## src/rtl/color_mixer_pkg.sv

```systemverilog
// Shared colour definitions: mix modes and the normalise/saturate helper
// used by the mixer and the blender.
package color_mixer_pkg;

  typedef enum logic [1:0] {
    MIX_ADD        = 2'd0,
    MIX_SUB        = 2'd1,
    MIX_MUL        = 2'd2,
    MIX_ADD_SIGNED = 2'd3
  } mix_mode_t;

  localparam int MAX_W = 12;
  localparam int MAX_S = 2 * MAX_W + 2;

  typedef struct packed {
    logic             sat;
    logic [MAX_W-1:0] value;
  } norm_t;

  // T = (s + 2^w-1) >>> w, clamped to [0, 2^w-1]; callers sign-extend s to MAX_S.
  function automatic norm_t normalise_sat(input logic signed [MAX_S-1:0] s,
                                          input int w);
    logic signed [MAX_S:0] max_v;
    logic signed [MAX_S:0] biased;
    logic signed [MAX_S:0] t;
    norm_t                 r;
    max_v = '0;
    for (int i = 0; i < MAX_W; i++) begin
      max_v[i] = (i < w);
    end
    biased = {s[MAX_S-1], s} + max_v;
    t      = biased >>> w;
    r.sat   = 1'b0;
    r.value = t[MAX_W-1:0];
    if (t[MAX_S]) begin
      r.sat   = 1'b1;
      r.value = '0;
    end else if (t > max_v) begin
      r.sat   = 1'b1;
      r.value = max_v[MAX_W-1:0];
    end
    return r;
  endfunction

endpackage

```

## src/rtl/color_mixer_lane.sv

```systemverilog
// One colour channel of the mixer: operand capture, products, mode sum,
// then normalise/saturate. All stages advance together on ce.
module color_mixer_lane
  import color_mixer_pkg::*;
#(
  parameter int W = 8
) (
  input  logic         aclk,
  input  logic         reset,
  input  logic         ce,
  input  logic [W-1:0] a,
  input  logic [W-1:0] b,
  input  logic [W-1:0] c,
  input  logic [W-1:0] d,
  input  mix_mode_t    mode,
  output logic [W-1:0] result,
  output logic         sat
);

  localparam logic [2*W+1:0] HALF = {2'b00, 1'b1, {(2*W-1){1'b0}}};

  logic [W-1:0]          a_q, b_q, c_q, d_q;
  mix_mode_t             mode_q0, mode_q1;
  logic [2*W-1:0]        ab_q, cd_q;
  logic signed [2*W+1:0] s_q;
  logic signed [2*W+1:0] s_next;
  logic signed [2*W+1:0] ab_s, cd_s;
  logic signed [MAX_S-1:0] s_ext;
  norm_t                 norm;
  logic                  unused_norm;

  // Data-path registers carry no reset; only the visible outputs are cleared.
  always_ff @(posedge aclk) begin
    if (ce) begin
      a_q     <= a;
      b_q     <= b;
      c_q     <= c;
      d_q     <= d;
      mode_q0 <= mode;
      ab_q    <= (2*W)'(a_q) * (2*W)'(b_q);
      cd_q    <= (2*W)'(c_q) * (2*W)'(d_q);
      mode_q1 <= mode_q0;
      s_q     <= s_next;
    end
  end

  always_comb begin
    ab_s   = signed'({2'b00, ab_q});
    cd_s   = signed'({2'b00, cd_q});
    s_next = ab_s;
    case (mode_q1)
      MIX_ADD:        s_next = ab_s + cd_s;
      MIX_SUB:        s_next = ab_s - cd_s;
      MIX_MUL:        s_next = ab_s;
      MIX_ADD_SIGNED: s_next = ab_s + cd_s - signed'(HALF);
      default:        s_next = ab_s;
    endcase
  end

  assign s_ext       = MAX_S'(s_q);
  assign norm        = normalise_sat(s_ext, W);
  assign unused_norm = ^norm.value;

  always_ff @(posedge aclk) begin
    if (reset) begin
      result <= '0;
      sat    <= 1'b0;
    end else if (ce) begin
      result <= norm.value[W-1:0];
      sat    <= norm.sat;
    end
  end

endmodule

```

## src/rtl/color_mixer_pipe.sv

```systemverilog
// Handshaked colour combiner: N lanes of A*B +/- C*D with normalisation,
// a shared advance enable, and the valid/user pipeline alongside.
module color_mixer_pipe
  import color_mixer_pkg::*;
#(
  parameter int SUB_PIXEL_WIDTH      = 8,
  parameter int NUMBER_OF_SUB_PIXELS = 4,
  parameter int USER_WIDTH           = 1
) (
  input  logic                                            aclk,
  input  logic                                            reset,
  input  logic                                            s_valid,
  output logic                                            s_ready,
  input  logic [1:0]                                      s_mode,
  input  logic [SUB_PIXEL_WIDTH*NUMBER_OF_SUB_PIXELS-1:0] s_color_a,
  input  logic [SUB_PIXEL_WIDTH*NUMBER_OF_SUB_PIXELS-1:0] s_color_b,
  input  logic [SUB_PIXEL_WIDTH*NUMBER_OF_SUB_PIXELS-1:0] s_color_c,
  input  logic [SUB_PIXEL_WIDTH*NUMBER_OF_SUB_PIXELS-1:0] s_color_d,
  input  logic [USER_WIDTH-1:0]                           s_user,
  output logic                                            m_valid,
  input  logic                                            m_ready,
  output logic [SUB_PIXEL_WIDTH*NUMBER_OF_SUB_PIXELS-1:0] m_color,
  output logic [NUMBER_OF_SUB_PIXELS-1:0]                 m_sat,
  output logic [USER_WIDTH-1:0]                           m_user
);

  localparam int W = SUB_PIXEL_WIDTH;
  localparam int N = NUMBER_OF_SUB_PIXELS;

  // Handshake: a beat transfers on any rising edge where valid && ready.
  // One enable advances every stage at once, so a stalled output freezes
  // the whole pipe and bubbles are carried rather than squeezed out.
  logic ce;
  assign ce      = m_ready || !m_valid;
  assign s_ready = ce;

  logic                  v0, v1, v2;
  logic [USER_WIDTH-1:0] u0, u1, u2;

  always_ff @(posedge aclk) begin
    if (reset) begin
      v0      <= 1'b0;
      v1      <= 1'b0;
      v2      <= 1'b0;
      m_valid <= 1'b0;
      m_user  <= '0;
    end else if (ce) begin
      v0      <= s_valid;
      v1      <= v0;
      v2      <= v1;
      m_valid <= v2;
      m_user  <= u2;
    end
  end

  always_ff @(posedge aclk) begin
    if (ce) begin
      u0 <= s_user;
      u1 <= u0;
      u2 <= u1;
    end
  end

  for (genvar i = 0; i < N; i++) begin : g_lane
    color_mixer_lane #(.W(W)) u_lane (
      .aclk   (aclk),
      .reset  (reset),
      .ce     (ce),
      .a      (s_color_a[i*W +: W]),
      .b      (s_color_b[i*W +: W]),
      .c      (s_color_c[i*W +: W]),
      .d      (s_color_d[i*W +: W]),
      .mode   (mix_mode_t'(s_mode)),
      .result (m_color[i*W +: W]),
      .sat    (m_sat[i])
    );
  end

endmodule

```

## config.mk

```make
export PLATFORM = sky130hd
export DESIGN_NAME = color_mixer_pipe
export DESIGN_NICKNAME = d
export VERILOG_FILES = /design/src/rtl/color_mixer_pkg.sv /design/src/rtl/color_mixer_lane.sv /design/src/rtl/color_mixer_pipe.sv
export SDC_FILE = /design/constraint.sdc
export NUM_CORES = 2
export LEC_CHECK = 0
export BUFFER_PORTS_ARGS = -buffer_cell sky130_fd_sc_hd__buf_2
export CAP_MARGIN = 20
export CORE_MARGIN = 1.5
export CORE_UTILIZATION = 50
export DETAILED_ROUTE_END_ITERATION = 16
export HOLD_SLACK_MARGIN = 0.08
export PLACE_DENSITY = 0.68
export SLEW_MARGIN = 40
export SYNTH_ARGS = -nofsm -noshare
export SYNTH_HDL_FRONTEND = slang
export SYNTH_SLANG_ARGS = --single-unit
```

## constraint.sdc

```tcl
create_clock -name aclk -period 14.7 [get_ports aclk]
set_clock_uncertainty 0.05 [all_clocks]
set_input_delay 2.94 -clock aclk [delete_from_list [all_inputs] [get_ports aclk]]
set_output_delay 2.94 -clock aclk [all_outputs]
set_load 0.02 [all_outputs]
```

==> impl_metrics.toml <==
[run_status]
status = "complete, no violations"

[cts]
cts_tree = "done"
cts.clk_slew.worst_paths_ns = 0.06
clock_sinks = 376
root_buffer = "clkbuf_16"
cts_max_level = 2
postCtsSetupBuffers = 0
hold_buffers = 0
clk_latency_ns = 0.60
numCtsBuffers = 47
clock_path_buffers = 3
post_cts_resized = 0

[timing]
fin_hold_ws_ns = 0.373
slew_headroom = 0.429
setup_tns_ns = 0
max_freq_mhz = 135
min_period_ns = 7.42
hold_violations = 0
tightest_slew_ns = 0.855
fin_crit_sh = 0.505
rsz0062_at_grt = "false"
drv_slew = 0
setup_viol = 0

[pwr]
power_w = 0.00746
power_leakage_nw = 18.2
power-per-cell-area_nw_per_um2 = 191
ir_drop_v = 0.000110

[worst_setup_path]
r2r-end = "g_lane[1].u_lane.cd_q[15]$_DFFE_PP_"
crit_buf_inv = 4
cp-startpoint = "m_ready"
crit_type = "primary input to output pin"
required_ns = 11.71
cpPeakStageDelay_ns = 0.46
end_kind = "output pin"
crit-reg2reg-launch = "g_lane[1].u_lane.c_q[0]$_DFFE_PP_"
cp_top_family = "buffers and inverters"
arrival_ns = 4.43
crit_chain = "buf_2, nor2b_4, buf_4, inv_8, buf_2"
critPathMostFrequentCell = "buf_2"
reg2reg_depth = 16
slowest_stage = "buf_4"
start_kind = "primary input"
cp_max_fo = 107
ff2ff_setup_slack_ns = 9.88

[final_layout]
syn_to_final_growth_pct = 9.73
drive_gt1_frac = 0.0796
diodes = 0
stdcell_area_sq_um = 39100
ff_latch_area_sq_um = 10900
final_cells = 4709
layout.nets = 4581
multi_input_area_sq_um = 22400
nFillCells = 6141

[route]
dr.first_iter.drc_count = 1223
drc = 0
first_pass_iters = 5
wl_per_cell_um = 15.7
final_antenna_net_count = 0
drt-total-wl_mm = 74.0
viasPerCell = 5.24
wl_met1_mm = 33.3
vias = 24682
wl_met3_mm = 2.89
dr.max_layer_used = "met4"
met2_length_mm = 36.3

[yosys]
synth-edff-count = 335
ys_seq_area_frac = 0.306
synth_ff_type = "edfxtp_1"
ys_seq_elements = 376
async_reset_ff_frac = 0
synth_cells = 3575
synth_nets = 4426
syn-cell-area_sq_um = 35600
yosysWarnings = 0
syn_area_per_cell_sq_um = 9.96
synth_cell_types = 78

[place]
placed_cell_area_sq_um = 37400
dpl.hpwl_mm = 56.5
port_buffers = 173
gp_congestion = 0.884
numPlacedInstances = 4620

[worst_hold_path]
whs_path_depth = 0
hp-class = "flop to flop"
min_to = "u1$_DFFE_PP_"
hold_start = "u0$_DFFE_PP_"

[floorplanning]
start_util = 0.506
num_rows = 97
die_y_um = 270
core_sq_um = 70300
die_w_um = 270
io_pins = 174
die_area_sq_um = 72800

[job]
drv_cap = 0

[global_routing]
grt_max_degree = 165
grt_use_total = 0.209
grt_pass1_vias = 24982
antenna_found_initial = 0
grt_pass1_wl_mm = 125
grt-ovfl-total = 0
state kept, by name, summed over array words and instances (netlist names):
signal and count:
u0 1, g_lane.u_lane.sat 4, g_lane.u_lane.mode_q1 2, g_lane.u_lane.result 32
g_lane.u_lane.d_q 32, g_lane.u_lane.mode_q0 2, v2 1, g_lane.u_lane.a_q 32
m_valid 1, v1 1, u2 1, g_lane.u_lane.ab_q 64
m_user 1, g_lane.u_lane.b_q 32, g_lane.u_lane.c_q 32, u1 1
g_lane.u_lane.s_q 72, v0 1, g_lane.u_lane.cd_q 64
Yosys cell counts (49+ instances only):
cell type    n  area (sq um)
nand2_1    231           867
o21ai_0     93           465
ha_1       420          5260
nor3_1      71           355
xnor2_1    159          1390
inv_1      547          2050
nor2_1     180           676
and2_1     417          2610
a21oi_1    181           906
nor2b_1     49           307
clkbuf_1    64           240
fa_1       296          5930
edfxtp_1   335         10100
kinds of logic after synthesis:
group	after synthesis	share of synthesized area
AND/OR/NAND/NOR	1110	0.164
flip-flops	376	0.306
adder cells (fa/ha/maj)	716	0.314
XOR/XNOR	195	0.0480
AO/OA/AOI/OAI	538	0.0980
multiplexers	13	0.00369
buffers and inverters	627	0.0669
metrics by stage:
step | utilization | setup slack, ns
after floorplan | - | 2.09
after global placement | 0.533 | 7.31
after CTS | 0.555 | 7.32
final | 0.556 | 7.28
after detailed placement | 0.533 | 7.32
after global routing | 0.556 | 7.21
worst max-delay path by stage:
stage	end	slack, ns	depth (start not counted)
after floorplan	g_lane[2].u_lane.result[0]$_SDFFE_PP0P_	2.09	4
after CTS	s_ready	7.32	5
after detailed placement	s_ready	7.32	5
after global routing	s_ready	7.21	5
final	s_ready	7.28	5
after global placement	s_ready	7.31	5
report_power, final:
group	internal [W]	switching, W
sequential	0.00166	0.000290
clock	0.000673	0.000504
combinational	0.00193	0.00240
cell usage in the layout (no fill, tap or decap), types with 10 or more instances in the layout:
cell / n
a211oi_1: 21
a21boi_0: 16
a21o_1: 26
a21oi_1: 181
a22oi_1: 12
a31oi_1: 23
and2_1: 417
and3_1: 12
buf_2: 173
clkbuf_16: 48
dfxtp_1: 41
edfxtp_1: 335
fa_1: 296
ha_1: 420
inv_1: 547
mux2i_1: 12
nand2_1: 231
nand2b_1: 26
nand3_1: 40
nor2_1: 179
nor2b_1: 46
nor3_1: 71
nor4_1: 15
o21ai_0: 93
o21bai_1: 20
o22ai_1: 29
o31ai_1: 10
o41ai_1: 12
or2_2: 12
or3_1: 20
xnor2_1: 159
xor2_1: 36
layout make-up:
type                    instances  share of cell area
flip-flops and latches        376               0.279
repair buffers                185              0.0254
inverters                     548              0.0529
well taps                     940              0.0301
multi-input cells            2572               0.573
clock buffers                  54              0.0318
clock inverters                34             0.00843
layer usage:
| layer | vias up | GRT usage |
|---|---|---|
| met5 | - | 0 |
| met4 | 0 | 0.0560 |
| met3 | 92 | 0.0248 |
| met2 | 396 | 0.363 |
| met1 | 11924 | 0.275 |
| li1 | 12270 | - |
(Power assumes the default switching activity.)
